### config.mk
export PLATFORM = sky130hd
export DESIGN_NAME = uart_ldpc_rx_framer
export DESIGN_NICKNAME = d
export VERILOG_FILES = /design/src/rtl/uart_ldpc_pkg.sv /design/src/rtl/uart_os_tick.sv /design/src/rtl/uart_ldpc_rx_framer.sv
export SDC_FILE = /design/constraint.sdc
export NUM_CORES = 1
export LEC_CHECK = 0
export ABC_AREA = 1
export CAP_MARGIN = 25
export CORE_MARGIN = 2
export CORE_UTILIZATION = 25
export DETAILED_ROUTE_END_ITERATION = 12
export PLACE_DENSITY_LB_ADDON = 0.12
export SYNTH_ARGS = -nofsm -noshare
export SYNTH_HDL_FRONTEND = slang
export SYNTH_SLANG_ARGS = --single-unit
### constraint.sdc
create_clock -name clk -period 1.5 [get_ports clk]
set_input_delay 0.375 -clock clk [delete_from_list [all_inputs] [get_ports clk]]
set_output_delay 0.375 -clock clk [all_outputs]
set_load 0.02 [all_outputs]
### src/rtl/uart_ldpc_pkg.sv
// rtl/uart_ldpc_pkg.sv - shared types and constants for the LDPC UART link
package uart_ldpc_pkg;

    typedef enum logic [2:0] {IDLE, START, DATA, STOP, BREAK} rx_state_e;

    localparam int CW_BITS  = 16;
    localparam int MSG_BITS = 8;

    // Nearest-integer clocks per oversample tick.
    function automatic int calc_div(input int clk_hz, input int baud, input int osr);
        return (clk_hz + (baud * osr) / 2) / (baud * osr);
    endfunction

endpackage

### src/rtl/uart_os_tick.sv
// rtl/uart_os_tick.sv - free-running oversample tick prescaler
module uart_os_tick
    import uart_ldpc_pkg::*;
#(
    parameter int DIV = 651
) (
    input  logic clk,
    input  logic rst_n,
    output logic os_tick
);

    localparam int              CNT_W = (DIV > 1) ? $clog2(DIV) : 1;
    localparam logic [CNT_W-1:0] LAST = CNT_W'(DIV - 1);

    logic [CNT_W-1:0] cnt_q;
    logic [CNT_W-1:0] cnt_d;

    always_comb begin
        cnt_d = (cnt_q == LAST) ? '0 : cnt_q + CNT_W'(1);
    end

    always_ff @(posedge clk) begin
        if (!rst_n) begin
            cnt_q <= '0;
        end else begin
            cnt_q <= cnt_d;
        end
    end

    assign os_tick = (cnt_q == LAST);

endmodule

### src/rtl/uart_ldpc_rx_framer.sv
// rtl/uart_ldpc_rx_framer.sv - oversampled UART receiver delivering 16-bit LDPC codewords
module uart_ldpc_rx_framer
    import uart_ldpc_pkg::*;
#(
    parameter int CLK_HZ    = 100_000_000,
    parameter int BAUD      = 9600,
    parameter int OSR       = 16,
    parameter int DATA_BITS = CW_BITS
) (
    input  logic                 clk,
    input  logic                 rst_n,
    input  logic                 rx,
    output logic [DATA_BITS-1:0] cw_data,
    output logic                 cw_valid,
    input  logic                 cw_ready,
    output logic                 frame_err,
    output logic                 overrun,
    output logic                 busy
);

    localparam int               DIV       = calc_div(CLK_HZ, BAUD, OSR);
    localparam int               TICK_W    = $clog2(OSR);
    localparam int               BIT_W     = $clog2(DATA_BITS);
    localparam logic [TICK_W-1:0] TICK_MID  = TICK_W'(OSR / 2 - 1);
    localparam logic [TICK_W-1:0] TICK_LAST = TICK_W'(OSR - 1);
    localparam logic [BIT_W-1:0]  BIT_LAST  = BIT_W'(DATA_BITS - 1);

    logic                 os_tick;
    logic                 rx_meta_q, rx_s_q;
    rx_state_e            state_q, state_d;
    logic [TICK_W-1:0]    tick_cnt_q, tick_cnt_d;
    logic [BIT_W-1:0]     bit_cnt_q, bit_cnt_d;
    logic [DATA_BITS-1:0] shift_q, shift_d;
    logic [DATA_BITS-1:0] cw_data_q, cw_data_d;
    logic                 cw_valid_q, cw_valid_d;
    logic                 frame_err_q, frame_err_d;
    logic                 overrun_q, overrun_d;

    uart_os_tick #(.DIV(DIV)) u_os_tick (
        .clk     (clk),
        .rst_n   (rst_n),
        .os_tick (os_tick)
    );

    always_comb begin
        state_d     = state_q;
        tick_cnt_d  = tick_cnt_q;
        bit_cnt_d   = bit_cnt_q;
        shift_d     = shift_q;
        cw_data_d   = cw_data_q;
        cw_valid_d  = cw_valid_q;
        frame_err_d = 1'b0;
        overrun_d   = 1'b0;

        if (cw_valid_q && cw_ready) begin
            cw_valid_d = 1'b0;
        end

        if (os_tick) begin
            case (state_q)
                IDLE: begin
                    if (!rx_s_q) begin
                        state_d    = START;
                        tick_cnt_d = '0;
                    end
                end
                START: begin
                    if (tick_cnt_q == TICK_MID) begin
                        tick_cnt_d = '0;
                        bit_cnt_d  = '0;
                        state_d    = rx_s_q ? IDLE : DATA;
                    end else begin
                        tick_cnt_d = tick_cnt_q + TICK_W'(1);
                    end
                end
                DATA: begin
                    if (tick_cnt_q == TICK_LAST) begin
                        tick_cnt_d = '0;
                        shift_d    = {rx_s_q, shift_q[DATA_BITS-1:1]};
                        if (bit_cnt_q == BIT_LAST) begin
                            bit_cnt_d = '0;
                            state_d   = STOP;
                        end else begin
                            bit_cnt_d = bit_cnt_q + BIT_W'(1);
                        end
                    end else begin
                        tick_cnt_d = tick_cnt_q + TICK_W'(1);
                    end
                end
                STOP: begin
                    if (tick_cnt_q == TICK_LAST) begin
                        tick_cnt_d = '0;
                        if (!rx_s_q) begin
                            frame_err_d = 1'b1;
                            state_d     = BREAK;
                        end else if (cw_valid_q && !cw_ready) begin
                            overrun_d = 1'b1;
                            state_d   = IDLE;
                        end else begin
                            // A same-cycle accept frees the hold register, so the load wins.
                            cw_data_d  = shift_q;
                            cw_valid_d = 1'b1;
                            state_d    = IDLE;
                        end
                    end else begin
                        tick_cnt_d = tick_cnt_q + TICK_W'(1);
                    end
                end
                BREAK: begin
                    if (rx_s_q) begin
                        state_d = IDLE;
                    end
                end
                default: state_d = IDLE;
            endcase
        end
    end

    always_ff @(posedge clk) begin
        if (!rst_n) begin
            rx_meta_q   <= 1'b1;
            rx_s_q      <= 1'b1;
            state_q     <= IDLE;
            tick_cnt_q  <= '0;
            bit_cnt_q   <= '0;
            shift_q     <= '0;
            cw_data_q   <= '0;
            cw_valid_q  <= 1'b0;
            frame_err_q <= 1'b0;
            overrun_q   <= 1'b0;
        end else begin
            rx_meta_q   <= rx;
            rx_s_q      <= rx_meta_q;
            state_q     <= state_d;
            tick_cnt_q  <= tick_cnt_d;
            bit_cnt_q   <= bit_cnt_d;
            shift_q     <= shift_d;
            cw_data_q   <= cw_data_d;
            cw_valid_q  <= cw_valid_d;
            frame_err_q <= frame_err_d;
            overrun_q   <= overrun_d;
        end
    end

    assign cw_data   = cw_data_q;
    assign cw_valid  = cw_valid_q;
    assign frame_err = frame_err_q;
    assign overrun   = overrun_q;
    assign busy      = (state_q != IDLE);

endmodule

; Yosys cells after proc, flatten, opt, wreduce, memory -nomap -nowiden
; Index checks and enable logic that the tools add are counted.
[word_totals]
ff_bits = 58
word_cells = 71
[op_classes]
n_addsub = 3
n_eq_ne = 14
n_mux = 25
bitwise_logic = 2
reduce_logical = 16
[ops]
columns = op, count
row1 = two-way mux 4 bit, 6
row2 = two-way mux 3 bit, 7
row3 = case mux 3 bit (5 select lines), 1
row4 = != test 2 bit (second input constant), 6
row5 = case mux 4 bit (3 select lines), 1
row6 = adder 10 x 1 -> 10 bit (second input constant), 1
row7 = == test 10 bit (second input constant), 1
row8 = AND reduction 5 bit, 2
row9 = adder 4 x 1 -> 4 bit (second input constant), 2
row10 = == test 4 bit (second input constant), 2
row11 = two-way mux 1 bit, 8
row12 = case mux 4 bit (2 select lines), 1
row13 = AND reduction 4 bit, 2
row14 = AND reduction 7 bit, 1
row15 = == test 3 x 2 -> 1 bit (second input constant), 2
row16 = AND reduction 3 bit, 2
row17 = nonzero test 3 bit, 2
row18 = == test 4 x 3 -> 1 bit (second input constant), 1
row19 = OR reduction 2 bit, 2
row20 = == test 3 x 1 -> 1 bit (second input constant), 1
row21 = == test 3 bit (second input constant), 1
row22 = logical NOT 3 bit, 1
row23 = logical AND 1 bit, 2
row24 = two-way mux 2 bit, 1
row25 = other kinds (3), 4

; Longest topological paths before layout
; Gate-level depths: netlist of the first run.
[depth]
word_depth = 7
mapped_depth = 11

; Hierarchy
; From an unflattened synthesis of the first run, not the netlist that was laid out.
[unflattened]
hier_cells = 330
hier_area_um2 = 2542.4
[modules_own_cells]
columns = module, instances, cells_per_inst, area_each_um2, seq_area_each_um2
row1 = uart_ldpc_rx_framer, 1, 263, 2021.9, 960.9
row2 = uart_os_tick, 1, 67, 520.5, 200.2

; Least setup slack after synthesis of the first run
; No wires, ideal clock.
[synth_timing]
path_kind = reg2reg
from = register tick_cnt_q[0]
to = register cw_data_q[10], in the netlist cw_data[10]
setup_time_ns = 0.113
arrival_time_ns = 1.377
path_slack_ns = 0.010
stages_incl_launch_ff = 8
n_path_buf = 1
path_cell_list = dfxtp_1 ha_1 nand3_4 nor3_4 nand3_4 buf_2 nor2_1 nor2_1
[synth_via]
elab_chain_len = 2
[synth_rtl]
columns = item, line_no
row1 = from (decl), uart_ldpc_rx_framer.sv:31  ; logic [TICK_W-1:0] tick_cnt_q, tick_cnt_d;
row2 = from (signal assigned), uart_ldpc_rx_framer.sv:135  ; tick_cnt_q <= tick_cnt_d;
row3 = == test 4 bit, uart_ldpc_rx_framer.sv:91  ; if (tick_cnt_q == TICK_LAST) begin
row4 = AND reduction 5 bit (no source line), --
row5 = to (signal assigned), uart_ldpc_rx_framer.sv:138  ; cw_data_q <= cw_data_d;
row6 = to (decl), uart_ldpc_rx_framer.sv:34  ; logic [DATA_BITS-1:0] cw_data_q, cw_data_d;
; No other way between the ends.
; A chain may end at the register's enable or synchronous reset.

; Worst setup path in the final report of the first run
[layout_timing]
from = register u_os_tick.cnt_q[0]
to = register state_q[0]
[layout_via]
elab_chain_len = 2
[layout_rtl]
columns = item, line_no
row1 = from (decl), uart_os_tick.sv:15  ; logic [CNT_W-1:0] cnt_q;
row2 = from (signal assigned), uart_os_tick.sv:26  ; cnt_q <= cnt_d;
row3 = == test 10 bit, uart_os_tick.sv:30  ; assign os_tick = (cnt_q == LAST);
row4 = AND reduction 7 bit (no source line), --
row5 = to (signal assigned), uart_ldpc_rx_framer.sv:134  ; state_q <= state_d;
row6 = to (decl), uart_ldpc_rx_framer.sv:30  ; rx_state_e state_q, state_d;
; No other way between the ends.

==> results.json, run 1 <==
{
  "outcome": "completed",
  "synth-simple-area-share_pct": 38.88,
  "power.share.combinational_pct": 3.2,
  "whs_endpoint": "rx_s_q",
  "grt_pass1_vias": 2357,
  "ys_top_cells_by_area": "dfxtp_1 43%, nor2_1 14%, nand2_1 13%",
  "yosysSeqAreaShare_pct": 43.47,
  "grt_first_pass_wirelength_um": 10810,
  "synthAdderAreaFrac_pct": 1.874,
  "max_slew_margin_pct": 82.84,
  "maxCapViolations": 0,
  "end_kind": "flip-flop",
  "fin_area_mm2": 0.003739,
  "syn_inst": 395,
  "synthXorXnorAreaFrac_pct": 0.6557,
  "cts-hold-fix-buffers": 0,
  "power_switching_mw": 0.7188,
  "synth_cell_type_count": 29,
  "p_per_area_mw_per_mm2": 847.9,
  "path_clk_slew_ns": 0.07,
  "cp.arrival_ns": 1.75,
  "required_ns": 1.78,
  "first_pass_iters": 4,
  "avgSynthCellArea_um2": 6.763,
  "vias_per_cell": 4.127,
  "cts_tree": "yes",
  "internal_power_mw": 2.451,
  "coreArea_mm2": 0.01037,
  "drc": 0,
  "synth_top_cell_by_area": "dfxtp_1",
  "fmax_mhz": 683.7,
  "clk_latency_ns": 0.35,
  "num_vias": 2493,
  "grt_overflow": 0,
  "dpl_cell_area_mm2": 0.003342,
  "dr.first_iter.drc_count": 47,
  "hold_viol": 0,
  "die_h_um": 107.4,
  "ant_nets": 0,
  "nets": 471,
  "hp-class": "flip-flop to flip-flop",
  "swShare_pct": 22.68,
  "wl_per_cell_um": 10.53,
  "r2r_end": "state_q[0]",
  "io_buffers": 23,
  "syn_area_mm2": 0.002671,
  "synth_compound_area_share_pct": 5.995,
  "maxSlewViolCount": 0,
  "wl_um": 6363,
  "ys_ff_latch": 58,
  "synth-edff-count": 0,
  "track_usage_pct": 11.95,
  "place.gp.congestion": 0.7967,
  "power_mw": 3.170,
  "n_fill_cell": 1169,
  "cts-root-buf": "clkbuf_8",
  "cts_buffers": 9,
  "yosysMostFrequentCell": "nor2_1",
  "setup_viol": 0,
  "synth_top_area_share_pct": 43.47,
  "fin_worst_skew_ns": 0.006594,
  "ir_drop_mv": 0.3700,
  "rsz0062_at_grt": "true",
  "rr_startpoint": "u_os_tick.cnt_q[0]",
  "rr_worst_depth": 11,
  "die_w_um": 107.4,
  "dieArea_mm2": 0.01153,
  "syn_to_final_growth_pct": 39.95,
  "async_flop_share_pct": 0,
  "seqPwrFrac_pct": 49.1,
  "fin_crit_sh_pct": 97.50,
  "hold_path_depth": 1,
  "synthFlopType": "dfxtp_1",
  "pwr-share-clk_pct": 47.7,
  "worstMarginPinSlew_ns": 0.2550,
  "synthMuxAreaShare_pct": 0,
  "htree_levels": 3,
  "holdWs_ns": 0.4168,
  "worstSetupStartpointType": "flip-flop",
  "hpwl_um": 4408,
  "grt_start_max_net_pins": 33,
  "start_util_pct": 25.76,
  "clock_path_buffers": 2,
  "yosysWarnings": 0,
  "power.leakage_nw": 1.762,
  "antenna_found_initial": 0,
  "ios": 24,
  "cts.sink_count": 58,
  "rrSetupSlack_ns": 0.04,
  "synth_commonest_cells": "102 x nor2_1, 94 x nand2_1, 58 x dfxtp_1",
  "critPathMaxFanout": 4,
  "synth_nets": 403,
  "synth_top_family_by_area": "simple AND/OR/NAND/NOR gates",
  "min_from": "rx_meta_q",
  "critical_path_class": "flip-flop to flip-flop",
  "drive_above_1_share_pct": 25.00,
  "finalCriticalPeriod_ns": 1.463,
  "antennaDiodeCount": 0,
  "rows": 37
}
-- critical path, cell delays in order (launching register included) --
cell and delay, ns:
dfxtp_2 0.32, inv_2 0.06, ha_4 0.14, nand2_2 0.05, nor2_2 0.10, nand3_2 0.12, buf_6 0.17, nor2_4 0.12
nand2_2 0.10, nand2_1 0.08, nand2_1 0.05, nor2_1 0.09
-- routing by layer --
metal  track usage, %  vias to the layer above  wire length (µm)
met5                0                        -                 0
met4            4.670                        0               114
li1                 -                     1361                 -
met3            4.419                        8               206
met2            18.35                       25              2841
met1            15.21                     1099              3200
-- worst max-delay path by stage --
stage / from / endpoint / slack, ns
6_report: u_os_tick.cnt_q[0] / state_q[0] / 0.04
2_1_floorplan: tick_cnt_q[0] / cw_data[10] / 0.01
3_3_place_gp: cw_ready / cw_data[14] / -0.08
3_5_place_dp: tick_cnt_q[0] / bit_cnt_q[3] / -0.08
5_1_grt: u_os_tick.cnt_q[0] / state_q[0] / -0.11
4_1_cts: u_os_tick.cnt_q[0] / shift_q[14] / -0.01
-- placed cells by master (no fill, tap or decap), drive strengths merged --
cell,Yosys,layout
xor2,2,2
nand4,5,5
clkinvlp,0,2
o21a,1,1
nand2,96,96
nand3b,1,1
buf,8,46
dlygate4sd2,0,19
clkdlybuf4s50,0,3
nand3,21,21
a21oi,11,11
o211ai,1,1
clkinv,0,1
bufinv,0,1
or2,3,3
ha,4,4
nor2,105,105
dfxtp,58,58
inv,47,47
nor3,7,7
nor3b,2,2
nor4,2,2
clkbuf,3,12
o21ai,18,18
-- cells by family after synthesis --
group / after synthesis
AO/OA/AOI/OAI: 31
flip-flops: 58
XOR/XNOR: 2
buffers and inverters: 58
adder cells (fa/ha/maj): 4
AND/OR/NAND/NOR: 242
-- flip-flops by register name, summed over array words and instances, names as in the netlist --
name and cells:
bit_cnt_q 4, shift_q 16, rx_meta_q 1, overrun 1, u_os_tick.cnt_q 10, tick_cnt_q 4, rx_s_q 1, frame_err 1
state_q 3, cw_valid 1, cw_data 16
-- timing repair --
action | in CTS | in global routing
setup buffers | 4 | 2
hold endpoints to repair | 0 | 0
endpoints found under the setup margin | 55 | 53
resized for setup | 43 | 48
gates cloned | 1 | 0
pin swaps | 6 | 20
-- power by group through the flow --
stage | Clock, mW | Sequential [mW] | Combinational (mW)
6_report | 1.51 | 1.56 | 0.101
5_1_grt | 1.65 | 1.56 | 0.115
4_1_cts | 1.58 | 1.56 | 0.0980
3_5_place_dp | 0 | 1.59 | 0.0935
3_3_place_gp | 0 | 1.59 | 0.0932
2_1_floorplan | 0 | 1.59 | 0.0472
-- area by class of cell --
| class | instances | area, µm² | area share (%) |
|---|---|---|---|
| Clock inverter | 4 | 50.05 | 1.339 |
| Sequential cell | 58 | 1166 | 31.19 |
| Timing Repair Buffer | 68 | 590.6 | 15.80 |
| Multi-Input combinational cell | 279 | 1430 | 38.25 |
| Tap cell | 136 | 170.2 | 4.552 |
| Clock buffer | 12 | 155.1 | 4.150 |
| Inverter | 47 | 176.4 | 4.719 |
-- per-stage QoR --
| stage | utilization, % | worst slack [ns] | setup TNS (ns) | cells |
|---|---|---|---|---|
| 5_1_grt | 36.05 | -0.1063 | -1.282 | 604 |
| 3_5_place_dp | 32.23 | -0.07613 | -0.9988 | 583 |
| 3_3_place_gp | 32.23 | -0.07927 | -0.8906 | 583 |
| 4_1_cts | 35.07 | -0.01048 | -0.01048 | 604 |
| 2_1_floorplan | - | 0.01043 | 0 | 395 |
| 6_report | 36.05 | 0.03747 | 0 | 604 |
No activity file was read; power rests on OpenSTA's default activity.
==> inputs of run 2 (changes only) <==
Settings changed: ABC_AREA 1 to default, CAP_MARGIN 25 to default.
Clock period 1.5 ns to 1.7 ns, I/O delays scaled along.
==> results.json, run 2 <==
{
  "cp_slowest_cell": "or4b_1",
  "final_cell_mix": "52 x dfxtp_1, 43 x buf_4, 40 x nand3_1",
  "htree_levels": 3,
  "path_cells": "or4b_1 -> a2111o_1 -> or4b_1 -> a21oi_1",
  "place.gp.congestion": 0.7349,
  "yosysMostFrequentCell": "dfxtp_1",
  "setup_viol": 9,
  "drive_above_1_share_pct": 33.51,
  "drc": 0,
  "fmax_mhz": 536.5,
  "holdWs_ns": 0.4161,
  "num_vias": 2404,
  "coreArea_mm2": 0.009819,
  "hold_viol": 0,
  "rrSetupSlack_ns": -0.16,
  "fin_area_mm2": 0.003770,
  "clock_path_buffers": 2,
  "end_kind": "flip-flop",
  "fin_worst_skew_ns": 0.006158,
  "avgSynthCellArea_um2": 8.502,
  "cts_tree": "yes",
  "max_stage_delay_ns": 0.53,
  "synth_top_area_share_pct": 45.83,
  "worstSetupStartpointType": "flip-flop",
  "hp-class": "flip-flop to flip-flop",
  "cts_buffers": 9,
  "ios": 24,
  "synth_nets": 306,
  "whs_endpoint": "rx_s_q",
  "clk_latency_ns": 0.33,
  "vias_per_cell": 4.751,
  "rr_worst_depth": 4,
  "dieArea_mm2": 0.01096,
  "synth_commonest_cells": "58 x dfxtp_1, 42 x nand3_1, 39 x a21oi_1",
  "yosysWarnings": 0,
  "critPathMaxFanout": 4,
  "required_ns": 1.97,
  "start_util_pct": 25.80,
  "min_from": "rx_meta_q",
  "syn_area_mm2": 0.002534,
  "cp.arrival_ns": 2.13,
  "die_w_um": 104.7,
  "crit_top_cell": "or4b_1",
  "synth_top_cell_by_area": "dfxtp_1",
  "maxSlewViolCount": 0,
  "ir_drop_mv": 0.4212,
  "cts.sink_count": 58,
  "yosysSeqAreaShare_pct": 45.83,
  "fin_crit_sh_pct": 109.7,
  "finalSetupTns_ns": -0.5210,
  "dr.first_iter.drc_count": 88,
  "synthFlopType": "dfxtp_1",
  "grt_pass1_vias": 2289,
  "critical_path_class": "flip-flop to flip-flop",
  "rsz0062_at_grt": "true",
  "maxCapViolations": 0,
  "wl_per_cell_um": 13.63,
  "ys_ff_latch": 58,
  "synth-edff-count": 0,
  "max_slew_margin_pct": 62.19,
  "rows": 36,
  "antenna_found_initial": 0,
  "grt_start_max_net_pins": 37,
  "syn_to_final_growth_pct": 48.79,
  "r2r_end": "tick_cnt_q[2]",
  "first_pass_iters": 4,
  "track_usage_pct": 12.64,
  "hold_path_depth": 1,
  "p_per_area_mw_per_mm2": 694.6,
  "io_buffers": 23,
  "antennaDiodeCount": 0,
  "ant_nets": 0,
  "outcome": "finished, violations left",
  "violations": "setup timing",
  "rr_startpoint": "state_q[2]",
  "grt_first_pass_wirelength_um": 11180,
  "dpl_cell_area_mm2": 0.003268,
  "syn_inst": 298,
  "path_clk_slew_ns": 0.07,
  "ys_top_cells_by_area": "dfxtp_1 46%, nand3_1 8.3%, a21oi_1 7.7%",
  "grt_overflow": 0,
  "wl_um": 6897,
  "worstMarginPinSlew_ns": 0.5628,
  "cts-hold-fix-buffers": 0,
  "synth_cell_type_count": 46,
  "pre_cts_ws_ns": -0.5217,
  "layout_commonest_cell": "dfxtp_1",
  "die_h_um": 104.7,
  "hpwl_um": 4269,
  "power.leakage_nw": 1.368,
  "setup_ws_ns": -0.1641,
  "finalCriticalPeriod_ns": 1.864,
  "async_flop_share_pct": 0,
  "cts-root-buf": "clkbuf_8",
  "nets": 376
}
run 2: cell types whose count changed in the layout (fill, tap and decap cells not counted), sizes merged, moves of 3 or more:
cell / previous run / this run
nor2: 105 / 18
nand2: 96 / 14
inv: 47 / 4
a21oi: 11 / 39
nand3: 21 / 42
o21ai: 18 / 36
buf: 46 / 55
xnor2: 0 / 7
nand2b: 0 / 5
nand4: 5 / 0
or4b: 0 / 4
or4: 0 / 3
run 2: timing repair:
item / in CTS / in global routing
buffers inserted: 4 / 3
endpoints found under the setup margin: 61 / 52
gates resized for setup: 62 / 34
cloned: 2 / 4
pin swaps: 6 / 13
run 2: power by group:
part / switching, mW / leakage [nW] / internal (mW)
Combinational: 0.0507 / 0.813 / 0.0497
Sequential: 0.00482 / 0.471 / 1.37
Clock: 0.581 / 0.0847 / 0.567
run 2: per-layer routing:
layer / up-vias / part of all wire [%] / global-route usage [%]
li1: 1223 / - / -
met2: 36 / 48 / 21.43
met3: 9 / 3.2 / 3.369
met1: 1136 / 48 / 15.62
met5: - / 0 / 0
met4: 0 / 0.91 / 4.000
run 2: critical path, delay by kind of cell (launching register included):
family,cells,cell delay [ns]
compound gates,2,0.50
simple gates,2,1.01
flops,1,0.31
run 2: through the flow:
step           instances  power [mW]  utilization [%]
4_1_cts              501       2.672            36.91
6_report             506       2.619            38.39
5_1_grt              506       2.743            38.39
3_5_place_dp         479       1.487            33.28
3_3_place_gp         479       1.487            33.28
2_1_floorplan        298       1.442                -
run 2: final cells by class:
class / instances / area (µm²)
clock buffer: 10 / 137.6
timing repair buffer: 80 / 728.2
fill: 1047 / 6050
inverter: 4 / 15.01
multi-input combinational: 215 / 1510
tap: 133 / 166.4
clock inverter: 6 / 41.29
sequential: 58 / 1171
run 2: worst max-delay path by stage:
stage	startpoint	to	slack, ns	depth (start not counted)
floorplan	state_q[2]	tick_cnt_q[2]	-0.22	5
global placement	rst_n	state_q[1]	-0.50	5
detailed placement	rst_n	state_q[1]	-0.52	5
CTS	state_q[2]	tick_cnt_q[2]	-0.19	4
global route	state_q[2]	tick_cnt_q[2]	-0.24	4
finish	state_q[2]	tick_cnt_q[2]	-0.16	4
run 2: cells by family after synthesis:
logic type,after synthesis,share of synthesized area [%]
muxes,2,0.7902
adders and majority gates,4,1.975
DFF,58,45.83
AOI/OAI and AO/OA,86,18.77
buffers and inverters,26,5.136
and+or+nand+nor,113,24.39
xor gates and xnor gates,9,3.111
